**config.mk**
```make
export PLATFORM = sky130hd
export DESIGN_NAME = dma_req_arbiter_flat
export DESIGN_NICKNAME = d
export VERILOG_FILES = /design/src/rtl/shm_pkg.sv /design/src/rtl/dma_req_arbiter_if.sv /design/src/rtl/dma_rr_picker.sv /design/src/rtl/dma_req_arbiter.sv /design/src/flat_wrapper.sv
export SDC_FILE = /design/constraint.sdc
export NUM_CORES = 1
export LEC_CHECK = 0
export ABC_AREA = 1
export CAP_MARGIN = 30
export CORE_MARGIN = 2
export CORE_UTILIZATION = 43
export CTS_CLUSTER_SIZE = 8
export DETAILED_ROUTE_END_ITERATION = 6
export PLACE_DENSITY = 0.87
export SLEW_MARGIN = 20
export SYNTH_ARGS = -nofsm -noshare
export SYNTH_HDL_FRONTEND = slang
export SYNTH_SLANG_ARGS = --single-unit
```
**constraint.sdc**
```tcl
create_clock -name clock -period 6 [get_ports clock]
set_clock_uncertainty 0.2 [all_clocks]
set_input_delay 0.6 -clock clock [delete_from_list [all_inputs] [get_ports clock]]
set_output_delay 0.6 -clock clock [all_outputs]
set_load 0.03 [all_outputs]
```
**src/rtl/shm_pkg.sv**
```systemverilog
// Shared constants and enums for the shared-memory DMA request path.
package shm_pkg;

   localparam int SIZE      = 8;
   localparam int PROCSIZE  = 8;
   localparam int PAGE_SIZE = 256;
   localparam int WORD_SIZE = 32;

   typedef enum logic {
      READ  = 1'b0,
      WRITE = 1'b1
   } action_t;

   typedef enum logic [1:0] {
      IDLE  = 2'd0,
      ISSUE = 2'd1,
      WAIT  = 2'd2,
      ACK   = 2'd3
   } arb_state_t;

endpackage

```
**src/rtl/dma_req_arbiter_if.sv**
```systemverilog
// Request/DMA bundle between processors, the arbiter and the DMA engine.
interface dma_req_arbiter_if
   import shm_pkg::*;
#(
   parameter int PROC_CNT = 4
);
   localparam int IDX_W = $clog2(PROC_CNT);

   logic [PROC_CNT-1:0] req;
   logic [PROC_CNT-1:0] req_write;
   logic [SIZE-1:0]     req_ptr    [PROC_CNT];
   logic [PROCSIZE-1:0] req_start  [PROC_CNT];
   logic [PROCSIZE-1:0] req_length [PROC_CNT];
   logic [PROC_CNT-1:0] req_ack;
   logic [PROC_CNT-1:0] req_err;

   logic                dma_trigger;
   logic [IDX_W-1:0]    dma_proc;
   logic                dma_action;
   logic [SIZE-1:0]     dma_ptr;
   logic [PROCSIZE-1:0] dma_start;
   logic [PROCSIZE-1:0] dma_length;
   logic                dma_done;
   logic                busy;

   // slave = arbiter, master = requesters plus DMA engine
   modport slave (
      input  req, req_write, req_ptr, req_start, req_length, dma_done,
      output req_ack, req_err, dma_trigger, dma_proc, dma_action,
             dma_ptr, dma_start, dma_length, busy
   );

   modport master (
      output req, req_write, req_ptr, req_start, req_length, dma_done,
      input  req_ack, req_err, dma_trigger, dma_proc, dma_action,
             dma_ptr, dma_start, dma_length, busy
   );

endinterface

```
**src/rtl/dma_rr_picker.sv**
```systemverilog
// Combinational round-robin priority encoder; search starts at last_grant+1.
module dma_rr_picker #(
   parameter  int PROC_CNT = 4,
   localparam int IDX_W    = $clog2(PROC_CNT)
) (
   input  logic [PROC_CNT-1:0] req,
   input  logic [IDX_W-1:0]    last_grant,
   output logic                valid,
   output logic [IDX_W-1:0]    index
);

   int cand;

   // Walk from farthest to nearest so the nearest requester overwrites last.
   always_comb begin
      valid = 1'b0;
      index = '0;
      cand  = 0;
      for (int off = PROC_CNT; off >= 1; off--) begin
         cand = int'(last_grant) + off;
         if (cand >= PROC_CNT) cand = cand - PROC_CNT;
         if (req[IDX_W'(cand)]) begin
            valid = 1'b1;
            index = IDX_W'(cand);
         end
      end
   end

endmodule

```
**src/rtl/dma_req_arbiter.sv**
```systemverilog
// Round-robin DMA request arbiter with toggle-trigger handshake.
// Optional WAIT watchdog enabled by defining DMA_ARB_TIMEOUT_EN.
//
// state | meaning
// IDLE  | searching for next requester, fields latched on grant
// ISSUE | toggling dma_trigger towards the DMA
// WAIT  | transfer in flight, waiting for dma_done
// ACK   | req_ack (and req_err on timeout) pulsing to the granted proc
module dma_req_arbiter
   import shm_pkg::*;
#(
   parameter int PROC_CNT = 4,
   parameter int TIMEOUT  = 64
) (
   input logic              clock,
   input logic              reset_n,
   dma_req_arbiter_if.slave bus
);

   localparam int IDX_W = $clog2(PROC_CNT);

   if (PROC_CNT < 2 || TIMEOUT < 1) begin : g_param_check
      $error("dma_req_arbiter: PROC_CNT must be >= 2 and TIMEOUT >= 1");
   end

   arb_state_t       state;
   logic [IDX_W-1:0] last_grant;
   logic [IDX_W-1:0] grant_q;
   logic             pick_valid;
   logic [IDX_W-1:0] pick_idx;

`ifdef DMA_ARB_TIMEOUT_EN
   localparam int TMR_W = $clog2(TIMEOUT + 1);
   logic [TMR_W-1:0] tmr;
`else
   assign bus.req_err = '0;
`endif

   dma_rr_picker #(.PROC_CNT(PROC_CNT)) u_picker (
      .req        (bus.req),
      .last_grant (last_grant),
      .valid      (pick_valid),
      .index      (pick_idx)
   );

   always_ff @(posedge clock or negedge reset_n) begin
      if (!reset_n) begin
         state           <= IDLE;
         last_grant      <= IDX_W'(PROC_CNT - 1);
         grant_q         <= '0;
         bus.req_ack     <= '0;
         bus.dma_trigger <= 1'b0;
         bus.dma_proc    <= '0;
         bus.dma_action  <= 1'b0;
         bus.dma_ptr     <= '0;
         bus.dma_start   <= '0;
         bus.dma_length  <= '0;
         bus.busy        <= 1'b0;
`ifdef DMA_ARB_TIMEOUT_EN
         bus.req_err     <= '0;
         tmr             <= '0;
`endif
      end else begin
         bus.req_ack <= '0;
`ifdef DMA_ARB_TIMEOUT_EN
         bus.req_err <= '0;
`endif
         unique case (state)
            IDLE: begin
               if (pick_valid) begin
                  grant_q        <= pick_idx;
                  bus.dma_proc   <= pick_idx;
                  bus.dma_action <= bus.req_write[pick_idx];
                  bus.dma_ptr    <= bus.req_ptr[pick_idx];
                  bus.dma_start  <= bus.req_start[pick_idx];
                  bus.dma_length <= bus.req_length[pick_idx];
                  bus.busy       <= 1'b1;
                  // zero-length requests complete without touching the DMA
                  if (bus.req_length[pick_idx] != '0) begin
                     state <= ISSUE;
                  end else begin
                     state                 <= ACK;
                     bus.req_ack[pick_idx] <= 1'b1;
                  end
               end
            end
            ISSUE: begin
               bus.dma_trigger <= ~bus.dma_trigger;
               state           <= WAIT;
`ifdef DMA_ARB_TIMEOUT_EN
               tmr             <= TMR_W'(TIMEOUT - 1);
`endif
            end
            WAIT: begin
               if (bus.dma_done) begin
                  state                <= ACK;
                  bus.req_ack[grant_q] <= 1'b1;
               end
`ifdef DMA_ARB_TIMEOUT_EN
               else if (tmr == '0) begin
                  state                <= ACK;
                  bus.req_ack[grant_q] <= 1'b1;
                  bus.req_err[grant_q] <= 1'b1;
               end else begin
                  tmr <= tmr - 1'b1;
               end
`endif
            end
            ACK: begin
               last_grant <= grant_q;
               bus.busy   <= 1'b0;
               state      <= IDLE;
            end
            default: state <= IDLE;
         endcase
      end
   end

endmodule
```
**src/flat_wrapper.sv**
```systemverilog
// flat-port wrapper written by rule: the top's interface ports become plain ports
module dma_req_arbiter_flat import shm_pkg::*;
#(
   parameter int PROC_CNT = 4,
   parameter int TIMEOUT  = 64
)
  (clock, reset_n, bus_req, bus_req_write, bus_req_ptr, bus_req_start, bus_req_length, bus_dma_done, bus_req_ack, bus_req_err, bus_dma_trigger, bus_dma_proc, bus_dma_action, bus_dma_ptr, bus_dma_start, bus_dma_length, bus_busy);
  dma_req_arbiter_if #(.PROC_CNT(PROC_CNT)) bus_i ();
  input logic clock;
  input logic reset_n;
  input wire logic [$bits(bus_i.req)-1:0] bus_req;
  input wire logic [$bits(bus_i.req_write)-1:0] bus_req_write;
  input wire logic [$bits(bus_i.req_ptr)-1:0] bus_req_ptr;
  input wire logic [$bits(bus_i.req_start)-1:0] bus_req_start;
  input wire logic [$bits(bus_i.req_length)-1:0] bus_req_length;
  input wire logic [$bits(bus_i.dma_done)-1:0] bus_dma_done;
  output wire logic [$bits(bus_i.req_ack)-1:0] bus_req_ack;
  output wire logic [$bits(bus_i.req_err)-1:0] bus_req_err;
  output wire logic [$bits(bus_i.dma_trigger)-1:0] bus_dma_trigger;
  output wire logic [$bits(bus_i.dma_proc)-1:0] bus_dma_proc;
  output wire logic [$bits(bus_i.dma_action)-1:0] bus_dma_action;
  output wire logic [$bits(bus_i.dma_ptr)-1:0] bus_dma_ptr;
  output wire logic [$bits(bus_i.dma_start)-1:0] bus_dma_start;
  output wire logic [$bits(bus_i.dma_length)-1:0] bus_dma_length;
  output wire logic [$bits(bus_i.busy)-1:0] bus_busy;
  assign bus_i.req = bus_req;
  assign bus_i.req_write = bus_req_write;
  assign bus_i.req_ptr = {>>{bus_req_ptr}};
  assign bus_i.req_start = {>>{bus_req_start}};
  assign bus_i.req_length = {>>{bus_req_length}};
  assign bus_i.dma_done = bus_dma_done;
  assign bus_req_ack = bus_i.req_ack;
  assign bus_req_err = bus_i.req_err;
  assign bus_dma_trigger = bus_i.dma_trigger;
  assign bus_dma_proc = bus_i.dma_proc;
  assign bus_dma_action = bus_i.dma_action;
  assign bus_dma_ptr = bus_i.dma_ptr;
  assign bus_dma_start = bus_i.dma_start;
  assign bus_dma_length = bus_i.dma_length;
  assign bus_busy = bus_i.busy;
  dma_req_arbiter #(.PROC_CNT(PROC_CNT), .TIMEOUT(TIMEOUT)) u_core (.clock(clock), .reset_n(reset_n), .bus(bus_i));
endmodule
```
==> results of run 1 <==
==> cell families (layout without fill, tap and decap cells) <==
| kind of cell | count (synthesis) | in the layout | synth area share, % |
|---|---|---|---|
| adders and majority gates | 4 | 4 | 1.88 |
| and+or+nand+nor | 225 | 225 | 43.1 |
| buffers and inverters | 40 | 168 | 9.37 |
| other | 1 | 4 | 0.141 |
| AOI/OAI and AO/OA | 41 | 41 | 10.2 |
| DFF | 37 | 37 | 35.0 |
| xor gates and xnor gates | 1 | 1 | 0.330 |
==> metal layers <==
| layer | wire length (µm) | up-vias |
|---|---|---|
| met3 | 450 | 20 |
| met5 | 0 | - |
| met1 | 3190 | 1309 |
| met4 | 191 | 0 |
| li1 | - | 1393 |
| met2 | 4160 | 120 |
==> layout make-up <==
type                    instances  share of cell area, %
multi-input cells             275                   36.2
clock buffers                   5                   1.67
inverters                      20                   2.00
flip-flops and latches         37                   22.5
repair buffers                140                   33.8
clock inverters                 3                   1.58
well taps                      75                   2.27
==> synth_stat cells (4+ instances only) <==
library cell  number  area (µm²)
nand3_2           13         130
o21ai_0           14        70.1
a31oi_1            7        43.8
nand3_1           25         125
nand2_4            7        78.8
nor2_1            11        41.3
buf_6              4        45.0
dfrtp_1           35         876
nand4_1           10        62.6
buf_4              7        52.6
ha_1               4        50.1
nor2_4             6        67.6
clkbuf_1           5        18.8
nor2_2             7        43.8
nand2_2           19         119
inv_2              4        15.0
nand2_1          126         473
o21ai_2            5        43.8
a22oi_1           15         113
inv_1             14        52.6
==> critical path, stage by stage <==
cell             delay, ps
clkdlybuf4s50_1        450
inv_1                   50
o21ai_2                180
nand2_1                100
nand2_1                 70
inv_1                   50
nand3_2                 60
nand2_2                290
nor2_4                 560
nand2_1                110
nand2_1                100
nor2_2                  40
nand2_1                110
nor2_4                  50
nand2_4                110
nand2_2                 50
nand2_1                 50
nand2_1                 40
==> placed cells by master, fill, tap and decap left out <==
cell type / count
clkinv_2: 1
buf_4: 1
nand2_4: 7
a22oi_1: 15
inv_8: 1
clkbuf_8: 5
nand2_2: 19
nand2_1: 126
clkdlybuf4s50_1: 138
nand4_1: 10
o21ai_0: 14
inv_1: 14
clkinv_1: 1
o21ai_2: 5
nor3_1: 1
bufinv_16: 2
nand3_1: 25
nor2_2: 8
a31oi_1: 7
dfrtp_1: 35
xor2_1: 1
nand3_2: 13
conb_1: 4
dfstp_2: 2
nor2_4: 6
ha_1: 4
inv_2: 4
buf_2: 1
nor2_1: 10
==> final timing paths <==
kind,start,to,slack (ps)
worst max-delay path,bus_req[1],u_core.state[1],2910
worst min-delay path,reset_n,u_core.bus.dma_ptr[5],200
worst max register to register,u_core.last_grant[0],u_core.state[1],2980
worst min register to register,u_core.bus.dma_trigger,u_core.bus.dma_trigger,280
max in group asynchronous,reset_n,u_core.bus.dma_length[2],4880
min in group clock,u_core.bus.dma_trigger,u_core.bus.dma_trigger,280
==> power by group <==
group          switching (mW)  internal (mW)
logic                    1.16          0.629
registers              0.0875          0.374
clock network          0.0907          0.165
==> flip-flops by register name, indices dropped and copies added (netlist names) <==
name                    count
u_core.bus.busy             1
u_core.bus.dma_trigger      1
u_core.bus.dma_ptr          8
u_core.bus.req_ack          4
u_core.bus.dma_start        8
u_core.last_grant           2
u_core.bus.dma_length       8
u_core.state                2
u_core.bus.dma_action       1
u_core.bus.dma_proc         2
==> through the flow <==
stage	area, µm²	std cells	worst slack, ps	hold WS, ps	util (%)
finish	4130	555	2910	199	69.3
global placement	3990	547	2690	255	67.0
detailed placement	3990	547	2580	268	67.0
CTS	4130	555	2900	222	69.3
global route	4130	555	2720	255	69.3
floorplan	2670	352	3760	104	-
==> summary.txt, run 1 <==
Hold Path Class: input pin to async pin
Width of the chip: 82.6 µm
Period utilization: 51.5%
Total power: 2.51 mW
# fillers: 498
Total GRT Usage: 22.7%
Critical path data arrival time: 3080 ps
Multi-input logic area: 0.00149 mm²
Leak Pwr: 1.84 nW
Syn Area/Cell: 7.61 µm²
Rows: 28
Die Area: 0.00682 mm²
Post-Syn Area: 0.00266 mm²
Diodes inserted: 0
Buffers on Ports: 139
EDFF count, synth: 0
Post-CTS Setup Repair Bufs: 0
Sequential area share after synthesis: 35.0%
Final ANT Viol Nets: 0
Yosys cell types: 28
Peak supply drop: 319 µV
Drt via density: 5.12
Final WL: 7.99 mm
Cts hold-fix bufs: 0
CP max FO: 21
Unrepaired setup endpoints after global routing: false
Met2 track demand over resource: 38.7%
Post-synthesis to final-layout area growth: 55.3%
CORE AREA: 0.00596 mm²
Clock sink total: 37
DRT iter0 DRCs: 150
Max Slew Vio Count: 0
Worst path required time: 5990 ps
Critical path type: input pin to register
Area occupied by registers: 928 µm²
# IOs: 144
Gp weighted congestion: 0.868
Fin. Hold Viols: 0
Grt total ovfl: 0
Largest net degree at the start of global routing: 38
Root Driver: clkbuf_8
Final net count: 590
Crit end category: register
Post-route setup TNS: 0 ps
GR peak layer: met2
Seq cells post-synth: 37
DR pass1 iterations: 5
Synth Instances: 349
Ys flop type: dfrtp_1
Status: finished clean
CTS Buf Count: 5
Max Fclk: 323 MHz
DP HPWL: 6.11 mm
Worst-path clk slew: 80 ps
Worst-Skew Late Latency: 290 ps
Vias in the first global route: 2579
Ys async rst share: 100%
Vias: 2842
Starting Density: 44.6%
Global-route track usage on met3: 4.78%
# setup viols final: 0
P per Cell Area: 609 mW/mm²
Reg2Reg Depth: 17
Grt met1 use: 28.4%
Share of layout cells above drive strength 1: 15.6%
DIE HEIGHT: 82.6 µm
CTS tree: built
CTS-repair resized insts: 0
YS warnings: 0
DR DRC count: 0
First-pass GRT wire length: 11.9 mm
Antenna violations before repair: 0
Max-cap violations: 0
CTS H-Tree Depth: 2
Final Critical Period: 3090 ps
Slew headroom: 45.5%
Worst setup SP type: input pin
WL/cell: 14.4 µm
Worst slew pin tran: 817 ps
Worst-case clock buffer depth: 2
No activity file was read; power rests on OpenSTA's default activity.
==> inputs of run 2 (changes only) <==
--- a/config.mk
+++ b/config.mk
@@ -8,10 +8,10 @@
 export ABC_AREA = 1
 export CAP_MARGIN = 30
 export CORE_MARGIN = 2
-export CORE_UTILIZATION = 43
+export CORE_UTILIZATION = 36
 export CTS_CLUSTER_SIZE = 8
 export DETAILED_ROUTE_END_ITERATION = 6
-export PLACE_DENSITY = 0.87
+export PLACE_DENSITY = 0.78
 export SLEW_MARGIN = 20
 export SYNTH_ARGS = -nofsm -noshare
 export SYNTH_HDL_FRONTEND = slang
==> constraint.sdc (replaced) <==
create_clock -name clock -period 2.5 [get_ports clock]
set_clock_uncertainty 0.2 [all_clocks]
set_input_delay 0.25 -clock clock [delete_from_list [all_inputs] [get_ports clock]]
set_output_delay 0.25 -clock clock [all_outputs]
set_load 0.03 [all_outputs]
==> summary.txt, run 2 (synthesized netlist as in run 1, its figures left out) <==
CTS H-Tree Depth: 2
Fin area: 0.00453 mm²
Width of the chip: 89.9 µm
Worst path required time: 2500 ps
Buffers on Ports: 139
Rows: 31
Leading cell type in the layout, fill and taps excluded: clkdlybuf4s50_1
Leak Pwr: 1.99 nW
Worst setup SP type: register
Post-Place Cell Area: 0.00414 mm²
Peak supply drop: 1020 µV
Largest net degree at the start of global routing: 38
WL/cell: 13.8 µm
Uppermost routed layer: met4
Share of layout cells above drive strength 1: 20.8%
CTS tree: built
Unrepaired setup endpoints after global routing: true
DP HPWL: 6.08 mm
DIE HEIGHT: 89.9 µm
Total GRT Usage: 19.0%
Vias: 2878
Worst-Skew Late Latency: 280 ps
DP Worst Slack: -57.5 ps
Wire length on met1: 3.43 mm
Slew headroom: 45.7%
DR pass1 iterations: 4
CP max FO: 5
Status: finished clean
DR DRC count: 0
Grt total ovfl: 0
Final net count: 611
PnR worst setup slack: 43.3 ps
Clock sink total: 37
Drt via density: 4.80
Met3 wire len: 437 µm
First-pass GRT wire length: 12.7 mm
Period utilization: 98.3%
# IOs: 144
Biggest regs: u_core.bus.dma_length: 8 flops, u_core.bus.dma_ptr: 8 flops, u_core.bus.dma_start: 8 flops
# setup viols final: 0
Root Driver: clkbuf_8
Most frequent cells in the layout: clkdlybuf4s50_1 (138), nand2_1 (123), dfrtp_1 (35), nand2_2 (19), nand3_1 (19)
Worst-case clock buffer depth: 2
CORE AREA: 0.00721 mm²
Die Area: 0.00808 mm²
Antenna violations before repair: 0
Diodes inserted: 0
Worst hold slack: 275 ps
Hold Path Class: register to register
Post-synthesis to final-layout area growth: 70.4%
Crit end category: register
Gp weighted congestion: 0.769
Max-cap violations: 0
Critical path type: register to register
Max Fclk: 407 MHz
Final ANT Viol Nets: 0
P per Cell Area: 1540 mW/mm²
Final Critical Period: 2460 ps
Final WL: 8.28 mm
Vias in the first global route: 2715
Worst-path clk slew: 70 ps
Met2 WL: 4.33 mm
Worst slew pin tran: 814 ps
Critical path data arrival time: 2460 ps
DRT iter0 DRCs: 125
Max Slew Vio Count: 0
Fin. Hold Viols: 0
Starting Density: 36.8%
CTS Buf Count: 5
==> run 2: report_power, final <==
group          internal [mW]  leakage (nW)  switching, mW
clock network          0.325        0.0585          0.202
registers              0.898         0.451          0.182
logic                   2.16          1.48           3.21
total                   3.38          1.99           3.59
==> run 2: stage by stage <==
step / utilization, % / total power, mW / cells / setup TNS (ps)
after floorplan: - / 4.47 / 352 / 0
after global placement: 57.4 / 5.71 / 580 / -3.54
after detailed placement: 57.4 / 5.79 / 580 / -186
after CTS: 59.2 / 6.34 / 590 / 0
after global routing: 62.7 / 7.54 / 600 / -1050
final: 62.7 / 6.97 / 600 / 0
==> run 2: per-layer routing <==
metal | GRT usage, % | up-vias
li1 | - | 1436
met1 | 23.3 | 1339
met2 | 34.3 | 95
met3 | 4.02 | 8
met4 | 4.36 | 0
met5 | 0 | -
==> run 2: critical path, cell delays in order, from the launching register on <==
cell and delay [ps]:
dfstp_2 560, buf_12 120, nand2_1 70, o21ai_2 100, nand2_1 100, nand2_1 90, inv_2 80, nand2_4 130
nand2_8 100, nand2_8 110, nor2_4 50, nand2_1 60, nand2_1 50, nor2_2 120, nand2_2 80, nor2_4 130
nand2_4 90, o21ai_2 130
==> run 2: final timing paths <==
path | startpoint | endpoint | cells after the start | slack, ps
max in group asynchronous | reset_n | u_core.bus.dma_start[0] | 2 | 1190
min | u_core.bus.dma_trigger | u_core.bus.dma_trigger | 1 | 280
min reg2reg | u_core.bus.dma_trigger | u_core.bus.dma_trigger | 1 | 280
min in group asynchronous | reset_n | u_core.state[0] | 2 | 390
max reg2reg | u_core.last_grant[0] | u_core.bus.req_ack[1] | 17 | 40
max | u_core.last_grant[0] | u_core.bus.req_ack[1] | 17 | 40
==> run 2: cell type report <==
type / instances / area, µm²
clock buffers: 7 / 86.3
well taps: 99 / 124
fillers: 625 / 2690
flip-flops and latches: 37 / 928
inverters: 20 / 85.1
repair buffers: 158 / 1620
multi-input cells: 278 / 1650
clock inverters: 1 / 30.0
==> run 2: timing repair <==
action | in CTS | in global routing
hold buffers | 1 | 0
cloned | 0 | 3
gates resized for setup | 0 | 27
setup endpoints to repair | 5 | 22
hold endpoints to repair | 35 | 0
pin swaps | 1 | 14
buffers inserted | 1 | 7
